### config.mk
export PLATFORM = sky130hd
export DESIGN_NAME = mem_wb_stage_flat
export DESIGN_NICKNAME = d
export VERILOG_FILES = /design/src/rtl/mem_wb_if.sv /design/src/rtl/mem_wb_stage.sv /design/src/flat_wrapper.sv
export SDC_FILE = /design/constraint.sdc
export NUM_CORES = 1
export LEC_CHECK = 0
export CAP_MARGIN = 20
export CORE_ASPECT_RATIO = 0.9
export CORE_MARGIN = 2
export CORE_UTILIZATION = 43
export DETAILED_ROUTE_END_ITERATION = 8
export PLACE_DENSITY = 0.78
export SETUP_SLACK_MARGIN = 0.3
export SYNTH_ARGS = -nofsm -noshare
export SYNTH_HDL_FRONTEND = slang
export SYNTH_SLANG_ARGS = --single-unit
### constraint.sdc
create_clock -name clk -period 3.9 [get_ports clk]
set_input_delay 0.78 -clock clk [delete_from_list [all_inputs] [get_ports clk]]
set_output_delay 0.78 -clock clk [all_outputs]
set_load 0.005 [all_outputs]
### src/rtl/mem_wb_if.sv
`default_nettype none
// ============================================================================
// Module      : mem_wb_if
// Description : MEM-stage inputs and WB-stage outputs of the MEM/WB register.
// Revision    : 1.0 - initial release
// ============================================================================
interface mem_wb_if #(
    parameter int CNT_W = 32
);
    // MEM-stage side
    logic              valid_MEM;
    logic [31:0]       Instruction_MEM;
    logic [31:0]       alu_result_MEM;
    logic [31:0]       Mem_read_data;
    logic [31:0]       pc_plus4_MEM;
    logic [4:0]        w1_num_MEM;
    logic              RegWrite_MEM;
    logic              MemtoReg_MEM;
    logic              Jal_MEM;

    // WB-stage side
    logic              valid_WB;
    logic [31:0]       Instruction_WB;
    logic [4:0]        w1_num_WB;
    logic [31:0]       w1_data_WB;
    logic              RegWrite_WB;
    logic              addr_err_WB;
    logic [CNT_W-1:0]  retired_count;

    modport master (
        output valid_MEM, Instruction_MEM, alu_result_MEM, Mem_read_data,
               pc_plus4_MEM, w1_num_MEM, RegWrite_MEM, MemtoReg_MEM, Jal_MEM,
        input  valid_WB, Instruction_WB, w1_num_WB, w1_data_WB,
               RegWrite_WB, addr_err_WB, retired_count
    );

    modport slave (
        input  valid_MEM, Instruction_MEM, alu_result_MEM, Mem_read_data,
               pc_plus4_MEM, w1_num_MEM, RegWrite_MEM, MemtoReg_MEM, Jal_MEM,
        output valid_WB, Instruction_WB, w1_num_WB, w1_data_WB,
               RegWrite_WB, addr_err_WB, retired_count
    );
endinterface
`default_nettype wire

### src/rtl/mem_wb_stage.sv
`default_nettype none
// ============================================================================
// Module      : mem_wb_stage
// Description : MEM/WB pipeline register with load formatting, write-back
//               select and retired-instruction counter.
// Revision    : 1.0 - initial release
// ============================================================================
module mem_wb_stage #(
    parameter int CNT_W = 32
) (
    input  wire logic clk,
    input  wire logic rst,
    input  wire logic stall,
    input  wire logic flush,
    mem_wb_if.slave   bus
);
    localparam logic [5:0] c_OP_LB  = 6'h20;
    localparam logic [5:0] c_OP_LH  = 6'h21;
    localparam logic [5:0] c_OP_LW  = 6'h23;
    localparam logic [5:0] c_OP_LBU = 6'h24;
    localparam logic [5:0] c_OP_LHU = 6'h25;

    logic [5:0]       w_opcode;
    logic [1:0]       w_byte_addr;
    logic [7:0]       w_byte;
    logic [15:0]      w_half;
    logic [31:0]      w_load_data;
    logic             w_misaligned;
    logic             w_addr_err;
    logic [31:0]      w_wb_data;
    logic             w_reg_write;

    logic             r_valid;
    logic [31:0]      r_instr;
    logic [4:0]       r_w1_num;
    logic [31:0]      r_w1_data;
    logic             r_reg_write;
    logic             r_addr_err;
    logic [CNT_W-1:0] r_retired;

    assign w_opcode    = bus.Instruction_MEM[31:26];
    assign w_byte_addr = bus.alu_result_MEM[1:0];
    assign w_half      = w_byte_addr[1] ? bus.Mem_read_data[31:16]
                                        : bus.Mem_read_data[15:0];

    always_comb begin
        w_byte = bus.Mem_read_data[7:0];
        case (w_byte_addr)
            2'd0:    w_byte = bus.Mem_read_data[7:0];
            2'd1:    w_byte = bus.Mem_read_data[15:8];
            2'd2:    w_byte = bus.Mem_read_data[23:16];
            default: w_byte = bus.Mem_read_data[31:24];
        endcase
    end

    // Sub-word alignment and extension; unknown load opcodes pass the word through.
    always_comb begin
        w_load_data  = bus.Mem_read_data;
        w_misaligned = 1'b0;
        case (w_opcode)
            c_OP_LW: begin
                w_load_data  = bus.Mem_read_data;
                w_misaligned = (w_byte_addr != 2'd0);
            end
            c_OP_LB: begin
                w_load_data  = {{24{w_byte[7]}}, w_byte};
            end
            c_OP_LBU: begin
                w_load_data  = {24'd0, w_byte};
            end
            c_OP_LH: begin
                w_load_data  = {{16{w_half[15]}}, w_half};
                w_misaligned = w_byte_addr[0];
            end
            c_OP_LHU: begin
                w_load_data  = {16'd0, w_half};
                w_misaligned = w_byte_addr[0];
            end
            default: begin
                w_load_data  = bus.Mem_read_data;
                w_misaligned = 1'b0;
            end
        endcase
    end

    // A link write never faults, even if MemtoReg is also set.
    assign w_addr_err  = bus.valid_MEM & bus.MemtoReg_MEM & ~bus.Jal_MEM & w_misaligned;

    assign w_wb_data   = bus.Jal_MEM      ? bus.pc_plus4_MEM :
                         bus.MemtoReg_MEM ? w_load_data      :
                                            bus.alu_result_MEM;

    assign w_reg_write = bus.RegWrite_MEM & bus.valid_MEM &
                         (bus.w1_num_MEM != 5'd0) & ~w_addr_err;

    always_ff @(posedge clk or posedge rst) begin
        if (rst) begin
            r_valid     <= 1'b0;
            r_instr     <= 32'd0;
            r_w1_num    <= 5'd0;
            r_w1_data   <= 32'd0;
            r_reg_write <= 1'b0;
            r_addr_err  <= 1'b0;
            r_retired   <= '0;
        end else if (flush) begin
            r_valid     <= 1'b0;
            r_instr     <= 32'd0;
            r_w1_num    <= 5'd0;
            r_w1_data   <= 32'd0;
            r_reg_write <= 1'b0;
            r_addr_err  <= 1'b0;
        end else if (!stall) begin
            r_valid     <= bus.valid_MEM;
            r_instr     <= bus.Instruction_MEM;
            r_w1_num    <= bus.w1_num_MEM;
            r_w1_data   <= w_wb_data;
            r_reg_write <= w_reg_write;
            r_addr_err  <= w_addr_err;
            if (bus.valid_MEM) begin
                r_retired <= r_retired + 1'b1;
            end
        end
    end

    assign bus.valid_WB       = r_valid;
    assign bus.Instruction_WB = r_instr;
    assign bus.w1_num_WB      = r_w1_num;
    assign bus.w1_data_WB     = r_w1_data;
    assign bus.RegWrite_WB    = r_reg_write;
    assign bus.addr_err_WB    = r_addr_err;
    assign bus.retired_count  = r_retired;

endmodule
`default_nettype wire

### src/flat_wrapper.sv
// flat-port wrapper written by rule: the top's interface ports become plain ports
module mem_wb_stage_flat 
#(
    parameter int CNT_W = 32
)
  (clk, rst, stall, flush, bus_valid_MEM, bus_Instruction_MEM, bus_alu_result_MEM, bus_Mem_read_data, bus_pc_plus4_MEM, bus_w1_num_MEM, bus_RegWrite_MEM, bus_MemtoReg_MEM, bus_Jal_MEM, bus_valid_WB, bus_Instruction_WB, bus_w1_num_WB, bus_w1_data_WB, bus_RegWrite_WB, bus_addr_err_WB, bus_retired_count);
  mem_wb_if #(.CNT_W(CNT_W)) bus_i ();
  input  wire logic clk;
  input  wire logic rst;
  input  wire logic stall;
  input  wire logic flush;
  input wire logic [$bits(bus_i.valid_MEM)-1:0] bus_valid_MEM;
  input wire logic [$bits(bus_i.Instruction_MEM)-1:0] bus_Instruction_MEM;
  input wire logic [$bits(bus_i.alu_result_MEM)-1:0] bus_alu_result_MEM;
  input wire logic [$bits(bus_i.Mem_read_data)-1:0] bus_Mem_read_data;
  input wire logic [$bits(bus_i.pc_plus4_MEM)-1:0] bus_pc_plus4_MEM;
  input wire logic [$bits(bus_i.w1_num_MEM)-1:0] bus_w1_num_MEM;
  input wire logic [$bits(bus_i.RegWrite_MEM)-1:0] bus_RegWrite_MEM;
  input wire logic [$bits(bus_i.MemtoReg_MEM)-1:0] bus_MemtoReg_MEM;
  input wire logic [$bits(bus_i.Jal_MEM)-1:0] bus_Jal_MEM;
  output wire logic [$bits(bus_i.valid_WB)-1:0] bus_valid_WB;
  output wire logic [$bits(bus_i.Instruction_WB)-1:0] bus_Instruction_WB;
  output wire logic [$bits(bus_i.w1_num_WB)-1:0] bus_w1_num_WB;
  output wire logic [$bits(bus_i.w1_data_WB)-1:0] bus_w1_data_WB;
  output wire logic [$bits(bus_i.RegWrite_WB)-1:0] bus_RegWrite_WB;
  output wire logic [$bits(bus_i.addr_err_WB)-1:0] bus_addr_err_WB;
  output wire logic [$bits(bus_i.retired_count)-1:0] bus_retired_count;
  assign bus_i.valid_MEM = bus_valid_MEM;
  assign bus_i.Instruction_MEM = bus_Instruction_MEM;
  assign bus_i.alu_result_MEM = bus_alu_result_MEM;
  assign bus_i.Mem_read_data = bus_Mem_read_data;
  assign bus_i.pc_plus4_MEM = bus_pc_plus4_MEM;
  assign bus_i.w1_num_MEM = bus_w1_num_MEM;
  assign bus_i.RegWrite_MEM = bus_RegWrite_MEM;
  assign bus_i.MemtoReg_MEM = bus_MemtoReg_MEM;
  assign bus_i.Jal_MEM = bus_Jal_MEM;
  assign bus_valid_WB = bus_i.valid_WB;
  assign bus_Instruction_WB = bus_i.Instruction_WB;
  assign bus_w1_num_WB = bus_i.w1_num_WB;
  assign bus_w1_data_WB = bus_i.w1_data_WB;
  assign bus_RegWrite_WB = bus_i.RegWrite_WB;
  assign bus_addr_err_WB = bus_i.addr_err_WB;
  assign bus_retired_count = bus_i.retired_count;
  mem_wb_stage #(.CNT_W(CNT_W)) u_core (.clk(clk), .rst(rst), .stall(stall), .flush(flush), .bus(bus_i));
endmodule
==> impl_metrics.env, run 1 <==
export IMPL_status="complete, no violations"
export IMPL_cts_tree="done"
export IMPL_yosys_warnings=0
export IMPL_cts_buffers=9
export IMPL_clockBufferDepth=2
export IMPL_synth_cell_types=57
export IMPL_ys_ff_latch=104
export IMPL_post_drt_via_cell_ratio=5.774
export IMPL_finalCritPeriodShare_pct=72.71
export IMPL_p_leak_nw=3.702
export IMPL_maxCapViolations=0
export IMPL_fp_dieH_um=114.5
export IMPL_layout_drive_gt1_share_pct=8.637
export IMPL_grt_max_degree=82
export IMPL_htreeDepth=3
export IMPL_cts_repair_resized=0
export IMPL_cts_root_buffer="clkbuf_16"
export IMPL_rsz0062_at_grt="no"
export IMPL_track_usage_pct=26.49
export IMPL_maxSlewViolCount=0
export IMPL_drtPass1Iterations=5
export IMPL_layout_min_cycle_time_ps=2836
export IMPL_hp_class="reg -> reg"
export IMPL_final_common_cell="clkdlybuf4s50_1"
export IMPL_ys_flop_type="dfrtp_1"
export IMPL_synth_edff_count=0
export IMPL_max_freq_mhz=352.6
export IMPL_criticalPathCategory="in -> reg"
export IMPL_vias=5716
export IMPL_final_cell_mix="clkdlybuf4s50_1, dfrtp_1, nor2_1"
export IMPL_first_global_vias=5683
export IMPL_hold_buffers=0
export IMPL_grt_overflow=0
export IMPL_wirelength_mm=19.15
export IMPL_grt_met3_usage_pct=6.729
export IMPL_start_kind="primary input"
export IMPL_met2_usage_pct=45.23
export IMPL_use_met1_pct=33.78
export IMPL_tns_ps=0
export IMPL_critPathBufInv=1
export IMPL_nets=959
export IMPL_cts_sinks=104
export IMPL_yosysSeqAreaShare_pct=44.58
export IMPL_powerDensity_nw_per_um2=330.6
export IMPL_io_pin_count=245
export IMPL_post_route_util_pct=65.71
export IMPL_synthesis_nets=735
export IMPL_worst_slew_pin_slew_ps=939.0
export IMPL_post_cts_buffers=0
export IMPL_area_delta_synth_final_pct=49.85
export IMPL_fp_row_count=40
export IMPL_core_area_um2=13310
export IMPL_holdWs_ps=480.2
export IMPL_slowest_delay_ps=850
export IMPL_cp_cell_sequence="clkdlybuf4s50_1 -> nand2b_1 -> or3_1 -> o21ai_2 -> o22ai_1"
export IMPL_cpMaxStageDelayCell="o21ai_2"
export IMPL_top_usage_layer="met2"
export IMPL_gp_congestion=0.8468
export IMPL_ir_drop_mv=0.2022
export IMPL_hpwl_mm=14.45
export IMPL_avgSynthCellArea_um2=9.845
export IMPL_clock_latency_ps=350
export IMPL_start_util_pct=43.85
export IMPL_fp_dieW_um=126.8
export IMPL_critical_path_max_fanout=16
export IMPL_end_kind="flip-flop"
export IMPL_syn_area_um2=5838
export IMPL_antenna_found_initial=0
export IMPL_die_area_um2=14530
export IMPL_drc=0
export IMPL_ant_nets=0
export IMPL_cp_required_ps=4090
export IMPL_critical_path_arrival_ps=3030
export IMPL_async_reset_ff_share_pct=100.0
export IMPL_hold_viol=0
export IMPL_synth_cells=593
export IMPL_antenna_cells=0
export IMPL_path_delay_family="compound AO/OA/AOI/OAI gates"
export IMPL_drt_iter0_markers=340
export IMPL_grt_pass1_wl_mm=30.48
export IMPL_clk_pin_slew_worst_paths_ps=70
export IMPL_timing_slew_headroom_pct=37.39
export IMPL_wl_per_cell_um=19.34
export IMPL_setup_viol=0
export IMPL_skew_ps=3.393
export IMPL_portBuffers=244
==> registers in the layout (all words and copies together) (netlist names) <==
name	cells
u_core.bus.RegWrite_WB	1
u_core.bus.Instruction_WB	32
u_core.bus.retired_count	32
u_core.bus.addr_err_WB	1
u_core.bus.w1_num_WB	5
u_core.bus.valid_WB	1
u_core.bus.w1_data_WB	32
==> stage by stage <==
stage | total power, W | area, um2 | std cells | setup WS [ps]
2_1_floorplan | 0.001492 | 5838 | 593 | 387.8
3_3_place_gp | 0.001858 | 8358 | 972 | 762.6
3_5_place_dp | 0.001881 | 8386 | 973 | 691.6
4_1_cts | 0.002912 | 8721 | 989 | 1096
5_1_grt | 0.003022 | 8748 | 990 | 957.1
6_report | 0.002893 | 8748 | 990 | 1064
==> area by class of cell <==
cell class	instances	area, um2
Sequential cell	104	2603
Fill cell	1046	4564
Inverter	8	32.53
Clock inverter	6	96.34
Tap cell	168	210.2
Timing Repair Buffer	260	2595
Multi-Input combinational cell	434	2973
Clock buffer	10	239.0
==> worst paths after layout <==
check                                                   from                           end  slack, ps  depth (start not counted)
worst max-delay path                 bus_Instruction_MEM[30]     u_core.bus.w1_data_WB[31]       1060                          5
worst min-delay path            u_core.bus.retired_count[31]  u_core.bus.retired_count[31]        480                          1
worst max register to register   u_core.bus.retired_count[0]  u_core.bus.retired_count[28]       1980                          6
worst min register to register  u_core.bus.retired_count[31]  u_core.bus.retired_count[31]        480                          1
max in group asynchronous                                rst       u_core.bus.w1_num_WB[4]       2390                          4
min in group asynchronous                                rst  u_core.bus.retired_count[14]        730                          2
==> worst reg2reg max path, cell delays in order (launching register included) <==
cell and delay (ps):
dfrtp_1 440, ha_1 260, nand4bb_4 170, nor4_4 420
and2_1 270, nand3_1 110, xnor2_1 140
==> kinds of logic after synthesis <==
family / count (synthesis) / synth area share [%]
and+or+nand+nor: 193 / 18.47
AOI/OAI and AO/OA: 159 / 18.05
DFF: 104 / 44.58
buffers and inverters: 55 / 4.543
muxes: 50 / 9.494
xor gates and xnor gates: 31 / 4.651
adders and majority gates: 1 / 0.2143
==> report_power, final <==
group	internal [W]	switching, W
Sequential	0.00115	0.0000663
Combinational	0.000374	0.000277
Clock	0.000590	0.000438
Total	0.00211	0.000782
==> routing by layer <==
layer	routed length [um]	vias to the layer above	share of wire, %
met5	0	-	0
met2	9516	294	50
li1	-	2623	-
met1	7908	2774	41
met4	291	0	1.5
met3	1433	25	7.5
==> cell usage after synthesis, types with 7 or more instances <==
library cell / n / area (um2)
dfrtp_1: 104 / 2603
nor2_1: 79 / 296.5
a21oi_1: 47 / 235.2
mux2i_1: 43 / 430.4
o22ai_1: 36 / 225.2
nand2_1: 30 / 112.6
a22oi_1: 28 / 210.2
clkbuf_1: 26 / 97.59
xnor2_1: 23 / 201.4
o21ai_0: 19 / 95.09
nand3_1: 16 / 80.08
buf_2: 13 / 65.06
and4_1: 10 / 87.58
nand4_1: 10 / 62.56
o22ai_2: 10 / 125.1
inv_1: 8 / 30.03
xor2_1: 8 / 70.07
nor3_1: 7 / 35.03
Power figures use the tool's default switching activity.
==> inputs of run 2 (changes only) <==
CORE_UTILIZATION = 39   (was 43)
PLACE_DENSITY = 0.74   (was 0.78)
clock period = 2.33 ns   (was 3.9 ns; I/O delays follow)
==> impl_metrics.env, run 2 (same netlist as run 1, synthesis figures left out) <==
export IMPL_hp_class="in -> reg"
export IMPL_r2r_end="u_core.bus.retired_count[21]"
export IMPL_cpMostUsedCell="a21oi_1"
export IMPL_cts_sinks=104
export IMPL_cts_repair_resized=0
export IMPL_hold_viol=0
export IMPL_end_kind="flip-flop"
export IMPL_cp_cell_sequence="clkdlybuf4s50_1 -> or3_1 -> buf_4 -> a21oi_1 -> a21oi_1 -> nor3_1"
export IMPL_grt_overflow=0
export IMPL_antenna_cells=0
export IMPL_setup_viol=0
export IMPL_layout_drive_gt1_share_pct=10.69
export IMPL_nets=979
export IMPL_cts_tree="done"
export IMPL_maxSlewViolCount=0
export IMPL_rr_worst_depth=5
export IMPL_rrSetupSlack_ps=610
export IMPL_track_usage_pct=24.31
export IMPL_ir_drop_mv=0.4157
export IMPL_criticalPathCategory="in -> reg"
export IMPL_max_freq_mhz=512.0
export IMPL_wirelength_mm=19.36
export IMPL_die_area_um2=15970
export IMPL_fillers=1178
export IMPL_hpwl_mm=14.88
export IMPL_hold_buffers=0
export IMPL_final_cell_mix="clkdlybuf4s50_1, dfrtp_1, nor2_1"
export IMPL_clock_latency_ps=350
export IMPL_gp_congestion=0.9132
export IMPL_fp_dieW_um=133.0
export IMPL_p_leak_nw=3.777
export IMPL_multiInputGateArea_um2=2978
export IMPL_wl_per_cell_um=18.62
export IMPL_post_cts_buffers=0
export IMPL_drc=0
export IMPL_clk_pin_slew_worst_paths_ps=70
export IMPL_io_pin_count=245
export IMPL_start_util_pct=39.82
export IMPL_ant_nets=0
export IMPL_cts_buffers=9
export IMPL_slowest_delay_ps=600
export IMPL_holdWs_ps=429.7
export IMPL_antenna_found_initial=0
export IMPL_critical_path_max_fanout=9
export IMPL_cpMaxStageDelayCell="or3_1"
export IMPL_cts_root_buffer="clkbuf_16"
export IMPL_final_seq_area_um2=2603
export IMPL_critical_path_arrival_ps=2220
export IMPL_htreeDepth=3
export IMPL_fp_row_count=42
export IMPL_start_kind="primary input"
export IMPL_drtPass1Iterations=5
export IMPL_post_drt_via_cell_ratio=5.528
export IMPL_clockBufferDepth=2
export IMPL_status="complete, no violations"
export IMPL_grt_pass1_wl_mm=30.51
export IMPL_fp_dieH_um=120.1
export IMPL_area_delta_synth_final_pct=52.51
export IMPL_layout_min_cycle_time_ps=1953
export IMPL_core_area_um2=14660
export IMPL_maxCapViolations=0
export IMPL_powerDensity_nw_per_um2=516.1
export IMPL_holdCritStartpoint="flush"
export IMPL_reg2reg_from="u_core.bus.retired_count[12]"
export IMPL_final_common_cell="clkdlybuf4s50_1"
export IMPL_whs_path_depth=2
export IMPL_first_global_vias=5669
export IMPL_skew_ps=6.896
export IMPL_rsz0062_at_grt="no"
export IMPL_worst_slew_pin_slew_ps=580.7
export IMPL_drt_iter0_markers=337
export IMPL_tns_ps=0
export IMPL_portBuffers=244
export IMPL_hold_end="u_core.bus.w1_data_WB[1]"
export IMPL_cp_required_ps=2600
export IMPL_finalCritPeriodShare_pct=83.82
export IMPL_grt_max_degree=105
export IMPL_timing_slew_headroom_pct=61.29
export IMPL_vias=5749
[run 2: worst max path at each step]
stage / end / slack [ps] / cells after the start / from
global route: u_core.bus.w1_data_WB[6] / 330 / 6 / bus_Instruction_MEM[30]
floorplan: u_core.bus.Instruction_WB[0] / 620 / 1 / rst
detailed placement: u_core.bus.w1_data_WB[15] / -8 / 6 / bus_alu_result_MEM[1]
global placement: u_core.bus.w1_data_WB[5] / 10 / 5 / bus_Instruction_MEM[27]
CTS: u_core.bus.w1_data_WB[15] / 360 / 6 / bus_alu_result_MEM[1]
finish: u_core.bus.w1_data_WB[5] / 380 / 6 / bus_Instruction_MEM[27]
[run 2: critical path: cells and delay by family]
kind / cells / cell delay (ps)
simple gates: 2 / 760
buf+inv: 2 / 750
compound gates: 2 / 220
[run 2: where the power goes]
| part | total [W] | switching [W] | internal, W |
|---|---|---|---|
| clock | 0.00144 | 0.000685 | 0.000758 |
| sequential | 0.00203 | 0.000107 | 0.00192 |
| combinational | 0.00112 | 0.000478 | 0.000646 |
| total | 0.00460 | 0.00127 | 0.00333 |
[run 2: layer usage]
| layer | part of all wire (%) | GRT usage (%) | up-vias |
|---|---|---|---|
| met3 | 7.3 | 5.746 | 28 |
| met2 | 47 | 39.57 | 249 |
| met5 | 0 | 0 | - |
| li1 | - | - | 2674 |
| met4 | 1.7 | 7.056 | 0 |
| met1 | 44 | 32.41 | 2798 |
[run 2: stage by stage]
stage	area (um2)	std cells	util, %	total power [W]	worst slack (ps)
floorplan	5842	593	-	0.002498	618.4
global placement	8625	1024	58.82	0.003157	13.57
detailed placement	8625	1024	58.82	0.003184	-7.717
CTS	8899	1040	60.69	0.004638	364.3
global route	8904	1040	60.73	0.004808	334.3
finish	8904	1040	60.73	0.004595	376.9
[run 2: final cells by class]
type / count / area share [%]
multi-input cells: 434 / 33.45
repair buffers: 280 / 31.08
flip-flops and latches: 104 / 29.23
well taps: 198 / 2.782
clock buffers: 12 / 2.768
inverters: 8 / 0.3794
clock inverters: 4 / 0.3092
